File: src/rtl/main_control_fsm.sv
// Multicycle control FSM: registered state and state-decoded outputs.
// Optional MAIN_CTRL_ILLEGAL_TRAP_EN: unknown opcodes trap instead of executing as a NOP.
module main_control_fsm (
    input  logic       clk,
    input  logic       rst_n,
    input  logic [6:0] opcode,
    input  logic       zero,
    input  logic       mem_ready,
    output logic [2:0] ALUop,
    output logic [1:0] alu_src_a,
    output logic [1:0] alu_src_b,
    output logic [1:0] result_src,
    output logic       adr_src,
    output logic       mem_read,
    output logic       mem_write,
    output logic       reg_write,
    output logic       pc_write,
    output logic       ir_write,
    output logic       illegal_instr,
    output logic [3:0] state_o
);

    typedef enum logic [3:0] {
        S_RST      = 4'd0,
        S_FETCH    = 4'd1,
        S_DECODE   = 4'd2,
        S_MEMADR   = 4'd3,
        S_MEMREAD  = 4'd4,
        S_MEMWB    = 4'd5,
        S_MEMWRITE = 4'd6,
        S_EXECR    = 4'd7,
        S_EXECI    = 4'd8,
        S_ALUWB    = 4'd9,
        S_BEQ      = 4'd10,
        S_TRAP     = 4'd11
    } state_t;

    typedef struct packed {
        logic [2:0] alu_op;
        logic [1:0] src_a;
        logic [1:0] src_b;
        logic [1:0] result_src;
        logic       adr_src;
        logic       mem_read;
        logic       mem_write;
        logic       reg_write;
        logic       illegal;
    } ctrl_t;

    localparam logic [6:0] OP_LOAD   = 7'b0000011;
    localparam logic [6:0] OP_STORE  = 7'b0100011;
    localparam logic [6:0] OP_RTYPE  = 7'b0110011;
    localparam logic [6:0] OP_ITYPE  = 7'b0010011;
    localparam logic [6:0] OP_BRANCH = 7'b1100011;

    state_t state;
    ctrl_t  ctrl;

    function automatic state_t next_state(input state_t s, input logic [6:0] op,
                                          input logic rdy);
        case (s)
            S_RST:      return S_FETCH;
            S_FETCH:    return rdy ? S_DECODE : S_FETCH;
            S_DECODE: begin
                case (op)
                    OP_LOAD, OP_STORE: return S_MEMADR;
                    OP_RTYPE:          return S_EXECR;
                    OP_ITYPE:          return S_EXECI;
                    OP_BRANCH:         return S_BEQ;
`ifdef MAIN_CTRL_ILLEGAL_TRAP_EN
                    default:           return S_TRAP;
`else
                    default:           return S_FETCH;
`endif
                endcase
            end
            S_MEMADR:   return (op == OP_LOAD) ? S_MEMREAD : S_MEMWRITE;
            S_MEMREAD:  return rdy ? S_MEMWB : S_MEMREAD;
            S_MEMWB:    return S_FETCH;
            S_MEMWRITE: return rdy ? S_FETCH : S_MEMWRITE;
            S_EXECR:    return S_ALUWB;
            S_EXECI:    return S_ALUWB;
            S_ALUWB:    return S_FETCH;
            S_BEQ:      return S_FETCH;
`ifdef MAIN_CTRL_ILLEGAL_TRAP_EN
            S_TRAP:     return S_TRAP;
`endif
            default:    return S_FETCH;
        endcase
    endfunction

    // Opcode is stable from DECODE onward, so MEMADR may decode it on entry.
    function automatic ctrl_t ctrl_for(input state_t s, input logic [6:0] op);
        ctrl_t c;
        c = '0;
        case (s)
            S_FETCH: begin
                c.mem_read = 1'b1;
                c.src_b    = 2'b10;
                c.alu_op   = 3'b010;
            end
            S_DECODE: begin
                c.src_a  = 2'b01;
                c.src_b  = 2'b01;
                c.alu_op = 3'b010;
            end
            S_MEMADR: begin
                c.src_a  = 2'b10;
                c.src_b  = 2'b01;
                c.alu_op = (op == OP_LOAD) ? 3'b010 : 3'b011;
            end
            S_MEMREAD: begin
                c.adr_src  = 1'b1;
                c.mem_read = 1'b1;
            end
            S_MEMWB: begin
                c.result_src = 2'b01;
                c.reg_write  = 1'b1;
            end
            S_MEMWRITE: begin
                c.adr_src   = 1'b1;
                c.mem_write = 1'b1;
            end
            S_EXECR: begin
                c.src_a  = 2'b10;
                c.alu_op = 3'b100;
            end
            S_EXECI: begin
                c.src_a  = 2'b10;
                c.src_b  = 2'b01;
                c.alu_op = 3'b001;
            end
            S_ALUWB:  c.reg_write = 1'b1;
            S_BEQ:    c.src_a = 2'b10;
`ifdef MAIN_CTRL_ILLEGAL_TRAP_EN
            S_TRAP:   c.illegal = 1'b1;
`endif
            default:  c = '0;
        endcase
        return c;
    endfunction

    // NOTE: outputs are registered from the next state so they line up with the
    // state register and still look like a pure decode of the current state.
    always_ff @(posedge clk or negedge rst_n) begin
        if (!rst_n) begin
            state <= S_RST;
            ctrl  <= '0;
        end else begin
            state <= next_state(state, opcode, mem_ready);
            ctrl  <= ctrl_for(next_state(state, opcode, mem_ready), opcode);
        end
    end

    // Only the handshake-dependent strobes are combinational on the current state.
    assign ir_write = (state == S_FETCH) && mem_ready;
    assign pc_write = ir_write || ((state == S_BEQ) && zero);

    assign ALUop         = ctrl.alu_op;
    assign alu_src_a     = ctrl.src_a;
    assign alu_src_b     = ctrl.src_b;
    assign result_src    = ctrl.result_src;
    assign adr_src       = ctrl.adr_src;
    assign mem_read      = ctrl.mem_read;
    assign mem_write     = ctrl.mem_write;
    assign reg_write     = ctrl.reg_write;
    assign illegal_instr = ctrl.illegal;
    assign state_o       = state;

endmodule

File: config.mk
export PLATFORM = sky130hd
export DESIGN_NAME = main_control_fsm
export DESIGN_NICKNAME = d
export VERILOG_FILES = /design/src/rtl/main_control_fsm.sv
export SDC_FILE = /design/constraint.sdc
export NUM_CORES = 1
export LEC_CHECK = 0
export BUFFER_PORTS_ARGS = -buffer_cell sky130_fd_sc_hd__buf_2
export CAP_MARGIN = 40
export CORE_ASPECT_RATIO = 0.8
export CORE_MARGIN = 3
export CORE_UTILIZATION = 51
export CTS_CLUSTER_DIAMETER = 30
export DETAILED_ROUTE_END_ITERATION = 7
export GPL_ROUTABILITY_DRIVEN = 0
export PLACE_DENSITY = 0.82
export SYNTH_ARGS = -nofsm -noshare
export SYNTH_HDL_FRONTEND = slang
export SYNTH_SLANG_ARGS = --single-unit
export TNS_END_PERCENT = 20
File: constraint.sdc
create_clock -name clk -period 4.2 [get_ports clk]
set_clock_uncertainty 0.05 [all_clocks]
set_input_delay 0.84 -clock clk [delete_from_list [all_inputs] [get_ports clk]]
set_output_delay 0.84 -clock clk [all_outputs]
set_load 0.01 [all_outputs]
-- Word level (Yosys, flattened, before mapping)
Cells that the tools add are included.
- output and inout bits: 20
- bits of input ports: 11
- memories: 0
- memory bits (read-only): 0
- latch bits: 0
- word-level logic and storage cells: 58
- register bits: 17
- memory bits (writable): 0
- shift-type cells: 0
- equal/unequal tests: 23
- $add $sub $neg: 0
- multiplexer cells: 15
- div/mod/pow operators: 0
- multipliers: 0
- reduce and logical (&&, ||, !) cells: 11
- bitwise logic cells: 0
- magnitude comparators: 0
- operators by type and width (operator ; count):
    == test 4 x 3 -> 1 bit, second input constant ; 7
    case mux 4 bit (6 select lines) ; 1
    == test 4 bit, second input constant ; 5
    == test 4 x 2 -> 1 bit, second input constant ; 4
    case mux 4 bit (4 select lines) ; 1
    == test 7 x 6 -> 1 bit, second input constant ; 2
    case mux 3 bit (4 select lines) ; 1
    OR reduction 2 bit ; 6
    == test 4 x 1 -> 1 bit, second input constant ; 2
    case mux 2 bit (2 select lines) ; 2
    == test 7 x 2 -> 1 bit, second input constant ; 1
    == test 7 x 5 -> 1 bit, second input constant ; 1
    == test 7 bit, second input constant ; 1
    two-way mux 1 bit ; 7
    two-way mux 2 bit ; 2
    OR reduction 4 bit ; 1
    two-way mux 3 bit ; 1
    OR reduction 3 bit ; 1
    logical AND 1 bit ; 2
    logical OR 1 bit ; 1

-- Logic depth before layout (Yosys ltp)
Gate-level depths: netlist of run 1.
- word-level depth: 7
- depth in mapped cells: 6
- depth with buffers taken out: 5

-- Worst setup path after synthesis of run 1
Ideal clock, no wire load.
- path kind: input-to-output
- start: in mem_ready
- end: out pc_write
- required time: 3.310 ns
- path slack: 1.951 ns
- buffers on the path: 0
- stages: 5
- arrival time: 1.359 ns
- path through: and2b_1 nand2_1 nor2_1 a31oi_1 nor2_1
- word-level cells in the longest chain between the ends: 2
- RTL lines (element ; RTL line ; source):
    start: declaration ; 8 ; input logic mem_ready,
    logical AND 1 bit ; 156 ; assign ir_write = (state == S_FETCH) && mem_ready;
    logical OR 1 bit ; 157 ; assign pc_write = ir_write || ((state == S_BEQ) && zero);
    end: declaration ; 17 ; output logic pc_write,
Every way passes these cells.

-- Worst setup path after layout of run 1
Same ends and word-level chain as after synthesis.

==> flow_summary.ini, run 1 <==
[clock_tree]
cts_setup_buffers = 0
post_cts_resize_count = 0
cts_root_buf = clkbuf_4
cts_sinks = 16
cts_tree = built
postCtsHoldBufs = 0
clk_latency_ns = 0.30
clockBufferDepth = 2
cts_buffers = 3
cts.clk_slew.worst_paths_ns = 0.10
htree_levels = 1

[pwr]
irDropWorstVdd_uv = 410
p_int_w = 0.000393
power_w = 0.000655
swShare_pct = 40.1
powerDensity_nw_per_um2 = 641
p_sw_w = 0.000263
leakagePower_nw = 0.507
p_comb_share_pct = 45.5
pwr-share-seq_pct = 38.9
clkPwrFrac_pct = 15.6

[logic_synthesis]
synth_cell_types = 37
synth_area_leaders = dfrtp_1, nor2_1, a211o_1
yosysMostFrequentCell = dfrtp_1
synthTopCellsByCount = dfrtp_1, nor2_1, nand2_1, inv_1, o21ai_0
synth_mux_area_share_pct = 2.38
synth_top_area_share_pct = 47.5
synth_ff_type = dfrtp_1
synth_top_family_by_area = simple AND/OR/NAND/NOR gates
avgSynthCellArea_um2 = 9.91
netlist_instances = 85
yosys.area_share.adder_pct = 1.19
yosys_warnings = 0
netlist_area_um2 = 842
synth-xor-area-share_pct = 0
synth_edf_count = 0
ys_seq_elements = 16
synth-simple-area-share_pct = 25.0
synth_compound_area_share_pct = 18.6
synthArstFlopShare_pct = 100
ys_seq_area_share_pct = 47.5
yosys.area.top_type = dfrtp_1

[sta]
slew_headroom_pct = 65.0
hold_viol_final = 0
fin_crit_sh_pct = 61.0
tns_ns = 0
rsz0062_at_grt = false
fmax_ghz = 0.390
setup_viol = 0
tightest_slew_ns = 0.520
slew_viol_final = 0
period_minus_slack_ns = 2.56

[setup_path]
crit_path_end_kind = primary output
cp-start-kind = input pin
path_max_fanout = 5
cp.required_ns = 3.31
crit_type = input pin to primary output
cp.arrival_ns = 1.67

[placed_design]
hpwlAfterDp_um = 1480
numPortBuffers = 28

[die]
row_count = 12
pin_count = 31
core_area_um2 = 1470
start_util_pct = 57.2
die_height_um = 42.3
die-area_um2 = 2180
die_x_um = 51.4

[route]
ant_nets = 0
dr.pass1.iters = 4
drc = 0
viasPerCell = 5.57
drt_iter0_drc = 35
wl_met3_um = 144
num_vias = 747
wl_met2_um = 942
drt-met1-wl_um = 802
topRoutingLayerUsed = met4
wl_um = 1930
routedWlPerCell_um = 14.4

[cells_and_area]
multi_input_area_um2 = 404
seq_area_um2 = 400
fin_nets = 125
antenna_cells = 0
drive_gt1_share_pct = 34.5
synthToLayoutAreaGrowth_pct = 21.4
fillers = 123
final_util_pct = 69.5

[grt]
grt_pass1_wl_um = 2990
grt_usage_pct = 18.9
grt_remaining_overflow = 0
grt_pass1_vias = 660
grt_max_degree = 17
antenna_found_initial = 0

[run_status]
outcome = finished clean

[run]
maxCapViolCount = 0

[hold_path]
hold_path_class = input pin to asynchronous set/reset pin
==> power groups by stage <==
stage / Combinational [W] / Clock (W) / Sequential (W)
2_1_floorplan: 0.000195 / 0 / 0.000256
5_1_grt: 0.000323 / 0.000113 / 0.000262
3_5_place_dp: 0.000297 / 0 / 0.000258
3_3_place_gp: 0.000287 / 0 / 0.000252
6_report: 0.000298 / 0.000102 / 0.000255
4_1_cts: 0.000298 / 0.000103 / 0.000254
==> worst max-delay path, stage by stage <==
cell and delay [ns]:
buf_2 0.13, and2b_1 0.16, nand2_1 0.13, nor2_1 0.05
a31oi_1 0.16, nor2_1 0.05, buf_2 0.15
==> cell type report <==
class	count	area share (%)
flip-flops and latches	16	39.2
clock buffers	4	3.55
well taps	21	2.57
repair buffers	28	13.7
multi-input cells	61	39.5
inverters	4	1.47
==> worst paths after layout <==
kind / startpoint / end / slack [ns] / cells past startpoint
worst max-delay path: mem_ready / pc_write / 1.64 / 7
worst min-delay path: rst_n / state_o[3] / 0.39 / 1
worst max register to register: state_o[0] / ALUop[0] / 1.97 / 5
worst min register to register: state_o[2] / alu_src_a[0] / 0.69 / 1
max in group asynchronous: rst_n / mem_read / 3.43 / 1
min in group clk: state_o[2] / alu_src_a[0] / 0.69 / 1
==> routing by layer <==
metal	up-vias	GRT usage, %
li1	357	-
met1	350	23.9
met2	33	29.4
met3	7	7.47
met4	0	6.28
met5	-	0
==> metrics by stage <==
stage	instances	worst slack [ns]	cell area, um2	hold slack, ns
2_1_floorplan	86	1.95	846	0.494
3_3_place_gp	130	1.68	986	0.612
3_5_place_dp	130	1.65	986	0.673
4_1_cts	134	1.65	1020	0.391
5_1_grt	134	1.58	1020	0.394
6_report	134	1.64	1020	0.386
==> cells by family (layout without fill, tap and decap cells) <==
family	Yosys count	after routing
other	1	2
muxes	2	2
DFF	16	16
and+or+nand+nor	35	35
buffers and inverters	9	36
AOI/OAI and AO/OA	21	21
adders and majority gates	1	1
==> layout by cell type (no fill, tap or decap), types with 2 or more instances in the layout <==
cell type	count
a211o_1	3
a21oi_1	3
and2b_1	2
buf_2	28
clkbuf_4	3
conb_1	2
dfrtp_1	16
inv_1	4
mux2i_1	2
nand2_1	5
nand2b_1	3
nor2_1	7
nor2b_1	2
nor3_1	2
nor3b_1	3
o21ai_0	4
or3_1	3
==> flip-flops by register name (all words and copies together), names as in the netlist <==
signal and count:
ALUop 3, adr_src 1, alu_src_a 2, alu_src_b 2, mem_read 1, mem_write 1, reg_write 1, result_src 1
state_o 4
(Power assumes the default switching activity.)
==> run 2: changes to the inputs <==
- CORE_UTILIZATION: 51 -> 47
- PLACE_DENSITY: 0.82 -> 0.77
- clock period: 4.2 -> 2.5 ns (I/O delays scaled with it)
==> flow_summary.ini, run 2 (synthesis gave the netlist of run 1 again) <==
[route]
dr.pass1.iters = 4
num_vias = 761
ant_nets = 0
wl_um = 2020
routedWlPerCell_um = 14.7
viasPerCell = 5.55
drc = 0
drt_iter0_drc = 22

[setup_path]
cp.arrival_ns = 2.39
crit_path_end_kind = flop
slowest_stage = or4b_4
cp-start-kind = flop
path_max_fanout = 13
worstPathCellList = or4b_4, or2_4, o32a_1, a211o_1, mux2i_1
worst-path-stages = 5
crit_type = flop to flop
critical_path.max_stage_delay_ns = 0.63
crit_buf_inv = 0
crit_family = simple AND/OR/NAND/NOR gates
r2r.worst_path.cells = 5
cp.required_ns = 2.68

[cells_and_area]
layout_common_cells = buf_2, dfrtp_1, nor2_1
antenna_cells = 0
layout_commonest_cell = buf_2
largest_reg_flops = 4
fillers = 146
fin_nets = 127
synthToLayoutAreaGrowth_pct = 23.3
drive_gt1_share_pct = 35.7

[grt]
grt_usage_pct = 20.1
grt_max_degree = 17
antenna_found_initial = 0
grt_remaining_overflow = 0
grt_pass1_vias = 705
grt_pass1_wl_um = 3350

[clock_tree]
cts_root_buf = clkbuf_4
cts_sinks = 16
cts.clk_slew.worst_paths_ns = 0.10
clk_latency_ns = 0.30
post_cts_resize_count = 0
cts_buffers = 3
cts_setup_buffers = 0
postCtsHoldBufs = 0
htree_levels = 1
cts_tree = built
clockBufferDepth = 2

[die]
row_count = 13
pin_count = 31
start_util_pct = 50.8
core_area_um2 = 1660
die-area_um2 = 2340
die_height_um = 43.9
die_x_um = 53.3

[sta]
slew_viol_final = 0
fin_crit_sh_pct = 88.5
setup_viol = 0
tns_ns = 0
hold_viol_final = 0
fmax_ghz = 0.452
rsz0062_at_grt = false
period_minus_slack_ns = 2.21

[run_status]
outcome = finished clean

[pwr]
powerDensity_nw_per_um2 = 1080
leakagePower_nw = 0.517
irDropWorstVdd_uv = 558
power_w = 0.00112

[run]
maxCapViolCount = 0

[placed_design]
hpwlAfterDp_um = 1520
numPortBuffers = 28

[hold_path]
hold_path_class = input pin to asynchronous set/reset pin
[run 2: cell types whose count changed in the layout (fill, tap and decap cells not counted), sizes merged]
cell,before,now
buf,28,30
[run 2: worst register-to-register path: stages, from the launching register on]
cell and delay [ns]:
dfrtp_1 0.54, or4b_4 0.63, or2_4 0.28, o32a_1 0.20, a211o_1 0.30, mux2i_1 0.15
[run 2: where the power goes]
| group | internal [W] | switching [W] |
|---|---|---|
| sequential | 0.000342 | 0.0000657 |
| clock | 0.0000889 | 0.0000850 |
| combinational | 0.000239 | 0.000297 |
| total | 0.000670 | 0.000448 |
[run 2: worst paths after layout]
path / slack [ns] / from / to
worst max-delay path: 0.29 / state_o[0] / ALUop[0]
worst min-delay path: 0.04 / rst_n / state_o[1]
worst max register to register: 0.29 / state_o[0] / ALUop[0]
worst min register to register: 0.61 / state_o[2] / alu_src_a[0]
max in group asynchronous: 2.08 / rst_n / state_o[3]
min in group clk: 0.52 / opcode[6] / alu_src_a[1]
[run 2: layout make-up]
cell class	instances	area [um2]	share of cell area [%]
multi-input cells	61	404	38.9
clock buffers	4	36.3	3.49
inverters	4	15.0	1.45
flip-flops and latches	16	400	38.6
well taps	22	27.5	2.65
repair buffers	30	155	14.9
[run 2: per-layer routing]
layer	vias to the layer above	track usage, %	share of wire, %
li1	364	-	-
met1	357	25.3	42
met2	32	31.8	48
met3	8	6.53	7.8
met4	0	7.65	2.0
met5	-	0	0
[run 2: per-stage QoR]
stage,setup slack (ns),util [%],hold WS (ns),cell area (um2),cells
4_1_cts,0.293,62.6,0.0510,1040,137
6_report,0.288,62.6,0.0414,1040,137
2_1_floorplan,0.553,-,0.154,846,86
5_1_grt,0.245,62.6,0.0585,1040,137
3_5_place_dp,0.330,60.4,0.385,1000,133
3_3_place_gp,0.325,60.4,0.371,1000,133
